### config.mk
export PLATFORM = sky130hd
export DESIGN_NAME = tile_read_arbiter
export DESIGN_NICKNAME = d
export VERILOG_FILES = /design/src/rtl/tile_read_arbiter.sv
export SDC_FILE = /design/constraint.sdc
export NUM_CORES = 1
export LEC_CHECK = 0
export ABC_AREA = 1
export ABC_CLOCK_PERIOD_IN_PS = 2700
export CAP_MARGIN = 25
export CORE_AREA = 4 4 216 218
export CTS_BUF_LIST = sky130_fd_sc_hd__clkbuf_16
export DETAILED_ROUTE_END_ITERATION = 8
export DIE_AREA = 0 0 220 222
export GPL_TIMING_DRIVEN = 1
export PLACE_DENSITY_LB_ADDON = 0.12
export SYNTH_ARGS = -nofsm -noshare
export SYNTH_HDL_FRONTEND = slang
export SYNTH_SLANG_ARGS = --single-unit
### constraint.sdc
create_clock -name clk -period 2.7 [get_ports clk]
set_input_delay 0.675 -clock clk [delete_from_list [all_inputs] [get_ports clk]]
set_output_delay 0.675 -clock clk [all_outputs]
set_load 0.05 [all_outputs]
### src/rtl/tile_read_arbiter.sv
// Round-robin arbiter sharing the vector-buffer tile read port among NUM_REQ burst requesters.
// Optional feature: define TILE_ARB_WATCHDOG_EN to abort bursts whose returns stall for 16 DRAIN cycles.
module tile_read_arbiter #(
  parameter int DATA_WIDTH   = 8,
  parameter int TILE_ELEMS   = 32,
  parameter int NUM_REQ      = 2,
  parameter int CNT_W        = 10,
  parameter int READ_LATENCY = 2
) (
  input  logic                                       clk,
  input  logic                                       rst,
  input  logic [NUM_REQ-1:0]                         req_valid,
  input  logic [NUM_REQ-1:0][4:0]                    req_buffer_id,
  input  logic [NUM_REQ-1:0][CNT_W-1:0]              req_num_tiles,
  output logic [NUM_REQ-1:0]                         req_ready,
  output logic [NUM_REQ-1:0]                         rsp_valid,
  output logic signed [TILE_ELEMS-1:0][DATA_WIDTH-1:0] rsp_tile,
  output logic                                       rsp_last,
  output logic                                       rd_enable,
  output logic [4:0]                                 rd_buffer_id,
  input  logic signed [TILE_ELEMS-1:0][DATA_WIDTH-1:0] rd_tile,
  input  logic                                       rd_valid,
  output logic                                       busy,
  output logic                                       err
);

  localparam int PTR_W   = (NUM_REQ > 2) ? 2 : 1;
  localparam int FLUSH_W = $clog2(READ_LATENCY + 2);
  localparam logic [CNT_W-1:0] ONE = CNT_W'(1);

  typedef enum logic [1:0] {IDLE, ISSUE, DRAIN} state_t;

  state_t               state;
  logic [PTR_W-1:0]     rr_ptr;
  logic [PTR_W-1:0]     owner;
  logic [CNT_W-1:0]     num_tiles;
  logic [CNT_W-1:0]     issue_cnt;
  logic [CNT_W-1:0]     rcv_cnt;
  logic [FLUSH_W-1:0]   flush_cnt;
`ifdef TILE_ARB_WATCHDOG_EN
  logic [4:0]           wd_cnt;
`endif

  logic                 grant_found;
  logic [PTR_W-1:0]     grant_idx;
  logic                 beat_ok;
  logic                 stray;
  logic                 burst_done;

  function automatic logic [PTR_W-1:0] wrap_inc(input logic [PTR_W-1:0] p, input int k);
    int s;
    s = int'(p) + k;
    if (s >= NUM_REQ) s = s - NUM_REQ;
    return PTR_W'(s);
  endfunction

  // First asserting requester at or after rr_ptr, wrapping.
  always_comb begin
    grant_found = 1'b0;
    grant_idx   = '0;
    for (int i = 0; i < NUM_REQ; i++) begin
      if (!grant_found && req_valid[wrap_inc(rr_ptr, i)]) begin
        grant_found = 1'b1;
        grant_idx   = wrap_inc(rr_ptr, i);
      end
    end
  end

  // Beats still in flight from a burst aborted by reset are swallowed during flush_cnt.
  assign beat_ok    = rd_valid && !rst && (flush_cnt == '0) && (state != IDLE) && (rcv_cnt != num_tiles);
  assign stray      = rd_valid && (flush_cnt == '0) && !beat_ok;
  assign rsp_last   = beat_ok && (rcv_cnt == num_tiles - ONE);
  assign burst_done = (rcv_cnt == num_tiles) || rsp_last;
  assign rsp_tile   = rd_tile;
  assign busy       = (state != IDLE);

  always_comb begin
    req_ready = '0;
    rsp_valid = '0;
    if (state == IDLE && grant_found && !rst) req_ready[grant_idx] = 1'b1;
    if (beat_ok) rsp_valid[owner] = 1'b1;
  end

  always_ff @(posedge clk) begin
    if (rst) begin
      state        <= IDLE;
      rr_ptr       <= '0;
      owner        <= '0;
      num_tiles    <= '0;
      issue_cnt    <= '0;
      rcv_cnt      <= '0;
      rd_enable    <= 1'b0;
      rd_buffer_id <= '0;
      err          <= 1'b0;
      flush_cnt    <= FLUSH_W'(READ_LATENCY);
`ifdef TILE_ARB_WATCHDOG_EN
      wd_cnt       <= '0;
`endif
    end else begin
      // NOTE: later non-blocking assignments in this block override the defaults just below.
      if (flush_cnt != '0) flush_cnt <= flush_cnt - FLUSH_W'(1);
      if (stray)           err       <= 1'b1;
      if (beat_ok)         rcv_cnt   <= rcv_cnt + ONE;

      case (state)
        IDLE: begin
          if (grant_found) begin
            owner     <= grant_idx;
            num_tiles <= req_num_tiles[grant_idx];
            issue_cnt <= '0;
            rcv_cnt   <= '0;
            if (req_num_tiles[grant_idx] == '0) begin
              rr_ptr <= wrap_inc(grant_idx, 1);
            end else begin
              state        <= ISSUE;
              rd_enable    <= 1'b1;
              rd_buffer_id <= req_buffer_id[grant_idx];
            end
          end
        end
        ISSUE: begin
          if (issue_cnt == num_tiles - ONE) begin
            rd_enable <= 1'b0;
            state     <= DRAIN;
`ifdef TILE_ARB_WATCHDOG_EN
            wd_cnt    <= '0;
`endif
          end else begin
            issue_cnt <= issue_cnt + ONE;
          end
        end
        DRAIN: begin
          if (burst_done) begin
            state  <= IDLE;
            rr_ptr <= wrap_inc(owner, 1);
          end
`ifdef TILE_ARB_WATCHDOG_EN
          else if (rd_valid) begin
            wd_cnt <= '0;
          end else if (wd_cnt == 5'd15) begin
            // Sixteenth silent cycle: give up on the rest of the burst.
            err    <= 1'b1;
            state  <= IDLE;
            rr_ptr <= wrap_inc(owner, 1);
            wd_cnt <= '0;
          end else begin
            wd_cnt <= wd_cnt + 5'd1;
          end
`endif
        end
        default: state <= IDLE;
      endcase
    end
  end

endmodule

After elaboration in Yosys (flattened, before gate mapping)
Index checks and enable logic that the tools add are counted.
{"block": "totals", "ff_bits": 43, "inputBits": 291, "out_inout_bits": 269, "elab_cells": 114}
{"block": "op_classes", "addsub": 11, "magnitude_cmp": 10, "eq_ne": 12, "n_mux": 41, "bitwise": 1, "n_reduce_logical": 29}
{"operator": "10-bit 2-to-1 mux", "count": 7}
{"operator": "10-bit equality test", "count": 3}
{"operator": "10-bit by 1-bit adder with 10-bit output, second input constant", "count": 2}
{"operator": "1-bit 2-to-1 mux", "count": 20}
{"operator": "10-bit case mux with 2 select lines", "count": 1}
{"operator": "1-bit logical AND", "count": 12}
{"operator": "2-bit 2-to-1 mux", "count": 6}
{"operator": "4-bit AND reduction", "count": 3}
{"operator": "10-bit logical NOT", "count": 1}
{"operator": "5-bit 2-to-1 mux", "count": 2}
{"operator": "10-bit inequality test", "count": 1}
{"operator": "2-bit inequality test, second input constant", "count": 5}
{"operator": "10-bit by 1-bit subtractor with 10-bit output, second input constant", "count": 1}
{"operator": "1-bit by 2-bit less-than comparator with 1-bit output, second input constant", "count": 4}
{"operator": "2-bit nonzero test", "count": 4}
{"operator": "1-bit by 1-bit adder with 2-bit output, second input constant", "count": 3}
{"operator": "2-bit greater-or-equal comparator, second input constant", "count": 3}
{"operator": "2-bit case mux with 3 select lines", "count": 1}
{"operator": "3-bit AND reduction", "count": 2}
{"operator": "2-bit logical NOT", "count": 2}
{"operator": "1-bit case mux with 2 select lines", "count": 2}
{"operator": "1-bit subtractor, second input constant", "count": 4}
{"operator": "1-bit logical NOT", "count": 3}
{"operator": "1-bit demux with 1-bit select", "count": 2}
{"operator": "other kinds (9)", "count": 10}

Longest topological paths before layout
Gate-level depths: netlist of the first run.
{"block": "logic_depth", "ltp_word": 14, "mapped_depth": 16, "mapped_depth_nobuf": 16}

Worst setup path before layout of the first run
OpenSTA, ideal clock, no wires.
{"block": "synth_path", "kind": "register -> output", "startpoint": "register state[1]", "endpoint": "output port req_ready[0]", "t_arrival_ns": 2.214, "required_time_ns": 2.025, "slack_ns": -0.189, "stages_incl_launch_ff": 9, "path_cell_list": "dfxtp_1 > nor2_2 > inv_1 > nor2_4 > inv_2 > nor2_1 > inv_1 > clkbuf_1 > nor2_1"}
{"block": "synth_via", "elab_chain_len": 4}
{"item": "start: declaration", "line_no": "33", "source": "state_t state;"}
{"item": "start signal: assignment", "line_no": "86", "source": "state <= IDLE;"}
{"item": "start signal: assignment", "line_no": "115", "source": "state <= ISSUE;"}
{"item": "start signal: assignment", "line_no": "124", "source": "state <= DRAIN;"}
{"item": "2-bit logical NOT", "line_no": "80", "source": "if (state == IDLE && grant_found && !rst) req_ready[grant_idx] = 1'b1;"}
{"item": "1-bit logical AND (2 in series)", "line_no": "80"}
{"item": "2-bit 2-to-1 mux", "line_no": "80"}
{"item": "end: declaration", "line_no": "15", "source": "output logic [NUM_REQ-1:0] req_ready,"}
No other way between the ends.

Worst setup path after layout of the first run
{"block": "layout_path", "startpoint": "input port req_valid[1]", "endpoint": "output port req_ready[1]"}
{"block": "layout_via", "elab_chain_len": 11, "elab_cells_between_ends": 18, "classes_between": "2 x order compare; 11 x mux; 5 x reduce/logical"}
{"item": "start: declaration", "line_no": "12", "source": "input logic [NUM_REQ-1:0] req_valid,"}
{"item": "1-bit 2-to-1 mux (implied by the code) (2 in series)", "line_no": "62", "source": "if (!grant_found && req_valid[wrap_inc(rr_ptr, i)]) begin"}
{"item": "1-bit 2-to-1 mux", "line_no": "62"}
{"item": "1-bit logical NOT", "line_no": "62"}
{"item": "1-bit logical AND", "line_no": "62"}
{"item": "1-bit 2-to-1 mux", "line_no": "62"}
{"item": "1-bit by 2-bit less-than comparator with 1-bit output (implied by the code) or 1-bit greater-or-equal comparator (tied branches)", "line_no": "80"}
{"item": "1-bit logical AND (implied by the code)", "line_no": "80"}
{"item": "1-bit 2-to-1 mux (implied by the code)", "line_no": "80"}
{"item": "1-bit demux with 1-bit select", "line_no": "80"}
{"item": "2-bit 2-to-1 mux *", "line_no": "80"}
Mark *: on every way between the ends. The rest lies on a longest branch, timed or not. The select of a mux whose other input is x is not followed.

==> run metrics, run 1 <==
class of the worst hold path reg2reg; Area contributors post-synth buf_4 38%, dfxtp_1 17%, nand2_1 13%, inv_1 4.7%, nor2_1 4.4%; non-filler cells, final 1,199; nets@finish between 800 and 900; Final min period about 2.6 ns; First-pass DRT Iterations 4; first-pass GRT wire length 26.9 mm; power per cell area 476 mW/mm^2; Final HPWL DP 15.9 mm; largest area contributor in the netlist buf_4; multi-input combinational cell area between 0.0015 and 0.002 mm^2; met2 usage 11.7%; worst r2r src num_tiles[1]; Tcrit/Tclk final a little over nine tenths; Final ANT Viol Nets 0; DRC 0; busiest grt layer met2; Initial Util approximately 11%; Final setup viols 0; Site Rows 78; Die Y 222 um; status completed; fillers approximately 5.3k; CP arrival about 1.9 ns; routed vias 3,658; Placed Cells 1,189; Final Max Slew Viols 0; P&R area growth vs syn -1.85%; max incr delay on CP 0.50 ns; IO Pins 560; EDFF count, synth 0; Clock Latency Late Sink 0.30 ns; Yosys top cell area share 38.5%; Lkg Pwr 0.00196 uW; worst vdd ir 0.269 mV; worst relative slew slack 63.9%; final wirelength 18.9 mm; GR Overflow Total 0; critical-path maximum fanout 3; RSZ-0062 raised after global routing yes; Antenna diodes 0; critical path class in2out; CTS max path bufs 2; initial antenna violation count 0; Post-synth ARST share 0%; largest net degree at the start of global routing 18; TritonCTS clock tree built; Root Driver clkbuf_16; core area 0.0449 mm^2; htree depth 2; fmax 0.383 GHz; Critical Path Source req_valid[1]; Hold Crit Start rd_buffer_id[2]; sequential cell area 867 um^2; Layout Skew between 0.004 and 0.005 ns; Clock Sinks 43; Reg2Reg Setup Slack 0.49 ns; Die ar. a little under 0.05 mm^2; post-synthesis sequential area ratio 17.2%; input/output buffers 47; final hold viol count 0; Synth Instances 766; Syn Area/Cell 6.52 um^2; Die Span X 220 um; CP endpoint kind output pin; Yosys warnings 0; vias per inst 3.05; clock slew at reported path FFs 0.07 ns; Startpoint Class input port; vias in the first global route 3,854; Worst EP required 2.03 ns; Slowest-stage cell, CP clkdlybuf4s50_1; Top FF cell, synth dfxtp_1; Yosys reg bits 43; Mapped Area 0.00499 mm^2; wire per inst about 16 um; GRT met3 Usage 3.43%; pin slew with the least headroom to its limit 0.539 ns; routability congestion estimate a little over 0.7; synthesized netlist net count 1,061; share of layout cells above drive strength 1 around 20%; initial DRC count 113; GR Util met1 7.85%; max cap viols 0; cell-by-cell trace of the critical path clkdlybuf4s50_1, nor2_1, nor2_4, inv_2, nor2_2, inv_2, nor2_2, buf_12; post-synthesis cell type count 36; Design Power 2330 uW; total track usage under 10%; TritonCTS buffer count 5
[worst paths after layout]
kind / endpoint / depth (start not counted)
worst max-delay path: req_ready[1] / 8
worst max register to register: issue_cnt[4] / 16
worst min-delay path: rd_buffer_id[2] / 2
worst min register to register: rd_buffer_id[2] / 2
[cell usage after synthesis (3+ instances only)]
cell type / n
buf_4: 256
nand2_1: 170
inv_1: 62
nor2_1: 58
dfxtp_1: 43
nand3_1: 37
a21oi_1: 24
xor2_1: 16
o21ai_0: 14
nor2_2: 9
nor3_1: 9
o22ai_1: 9
nand2_2: 8
buf_2: 5
inv_2: 5
buf_6: 4
ha_1: 4
nand3b_1: 4
nand4_1: 4
xnor2_1: 4
o21ai_1: 3
[placed cells by master (no fill, tap or decap), drive strengths merged, types with 5 or more instances in the layout]
cell           Yosys  routed
a21oi             25      25
buf              265      51
clkbuf             3       5
clkdlybuf4s50      0      41
dfxtp             43      43
inv               67      67
nand2            178     178
nand3             39      39
nand4              5       5
nor2              69      69
nor3               9       9
o21ai             18      18
o22ai              9       9
xor2              16      16
[routing by layer]
layer,part of all wire (%),wire (um)
met5,0,0
met4,7.4,1400
met3,11,2040
met2,45,8450
met1,37,7030
[final cells by class]
cell class / count / area share, %
repair buffers: 93 / 17.6
clock inverters: 3 / 1.38
inverters: 67 / 5.18
multi-input cells: 388 / 40.2
clock buffers: 5 / 2.55
flip-flops and latches: 43 / 17.7
well taps: 600 / 15.3
[power breakdown]
part	leakage (uW)	switching, uW	internal [uW]
combinational	0.00151	469	301
sequential	0.000353	43.6	679
clock	0.0000900	309	532
[per-stage QoR]
stage | hold WS (ns) | instance area, um^2 | util (%) | TNS [ns] | setup WS (ns)
final | 0.467 | 4900 | 10.9 | 0 | 0.0898
after global routing | 0.500 | 4900 | 10.9 | -0.0399 | -0.0399
after CTS | 0.473 | 4830 | 10.8 | -0.0504 | -0.0504
after detailed placement | 0.460 | 4590 | 10.2 | -0.733 | -0.161
after global placement | 0.457 | 4590 | 10.2 | -0.734 | -0.193
after floorplan | 0.439 | 4990 | - | -0.378 | -0.189
[critical path, delay by kind of cell]
family | cells | cell delay [ns]
buffers and inverters | 4 | 0.79
AND/OR/NAND/NOR | 4 | 0.47
[what timing repair did]
action | in CTS | in global routing
pin swaps | 7 | 8
gates resized for setup | 16 | 24
setup buffers | 0 | 2
endpoints found under the setup margin | 5 | 5
hold buffers | 0 | 0
[kinds of logic after synthesis]
family,after synthesis,share of synthesized area [%]
xor gates and xnor gates,20,3.51
buffers and inverters,335,45.2
and+or+nand+nor,306,26.4
adders and majority gates,4,1.00
AOI/OAI and AO/OA,58,6.69
DFF,43,17.2
[registers in the layout, indices dropped and copies added, names as in the netlist]
signal and cells:
state 2, rr_ptr 1, rd_buffer_id 5, issue_cnt 10, flush_cnt 2, num_tiles 10
err 1, rd_enable 1, rcv_cnt 10, owner 1
No activity file was read; power rests on OpenSTA's default activity.
==> inputs of run 2 (changes only) <==
--- a/config.mk
+++ b/config.mk
@@ -7,7 +7,6 @@
 export LEC_CHECK = 0
 export ABC_AREA = 1
 export ABC_CLOCK_PERIOD_IN_PS = 2700
-export CAP_MARGIN = 25
 export CORE_AREA = 4 4 216 218
 export CTS_BUF_LIST = sky130_fd_sc_hd__clkbuf_16
 export DETAILED_ROUTE_END_ITERATION = 8
==> results of run 2 <==
The final DEF is identical to that of run 1; final timing and power are the same.
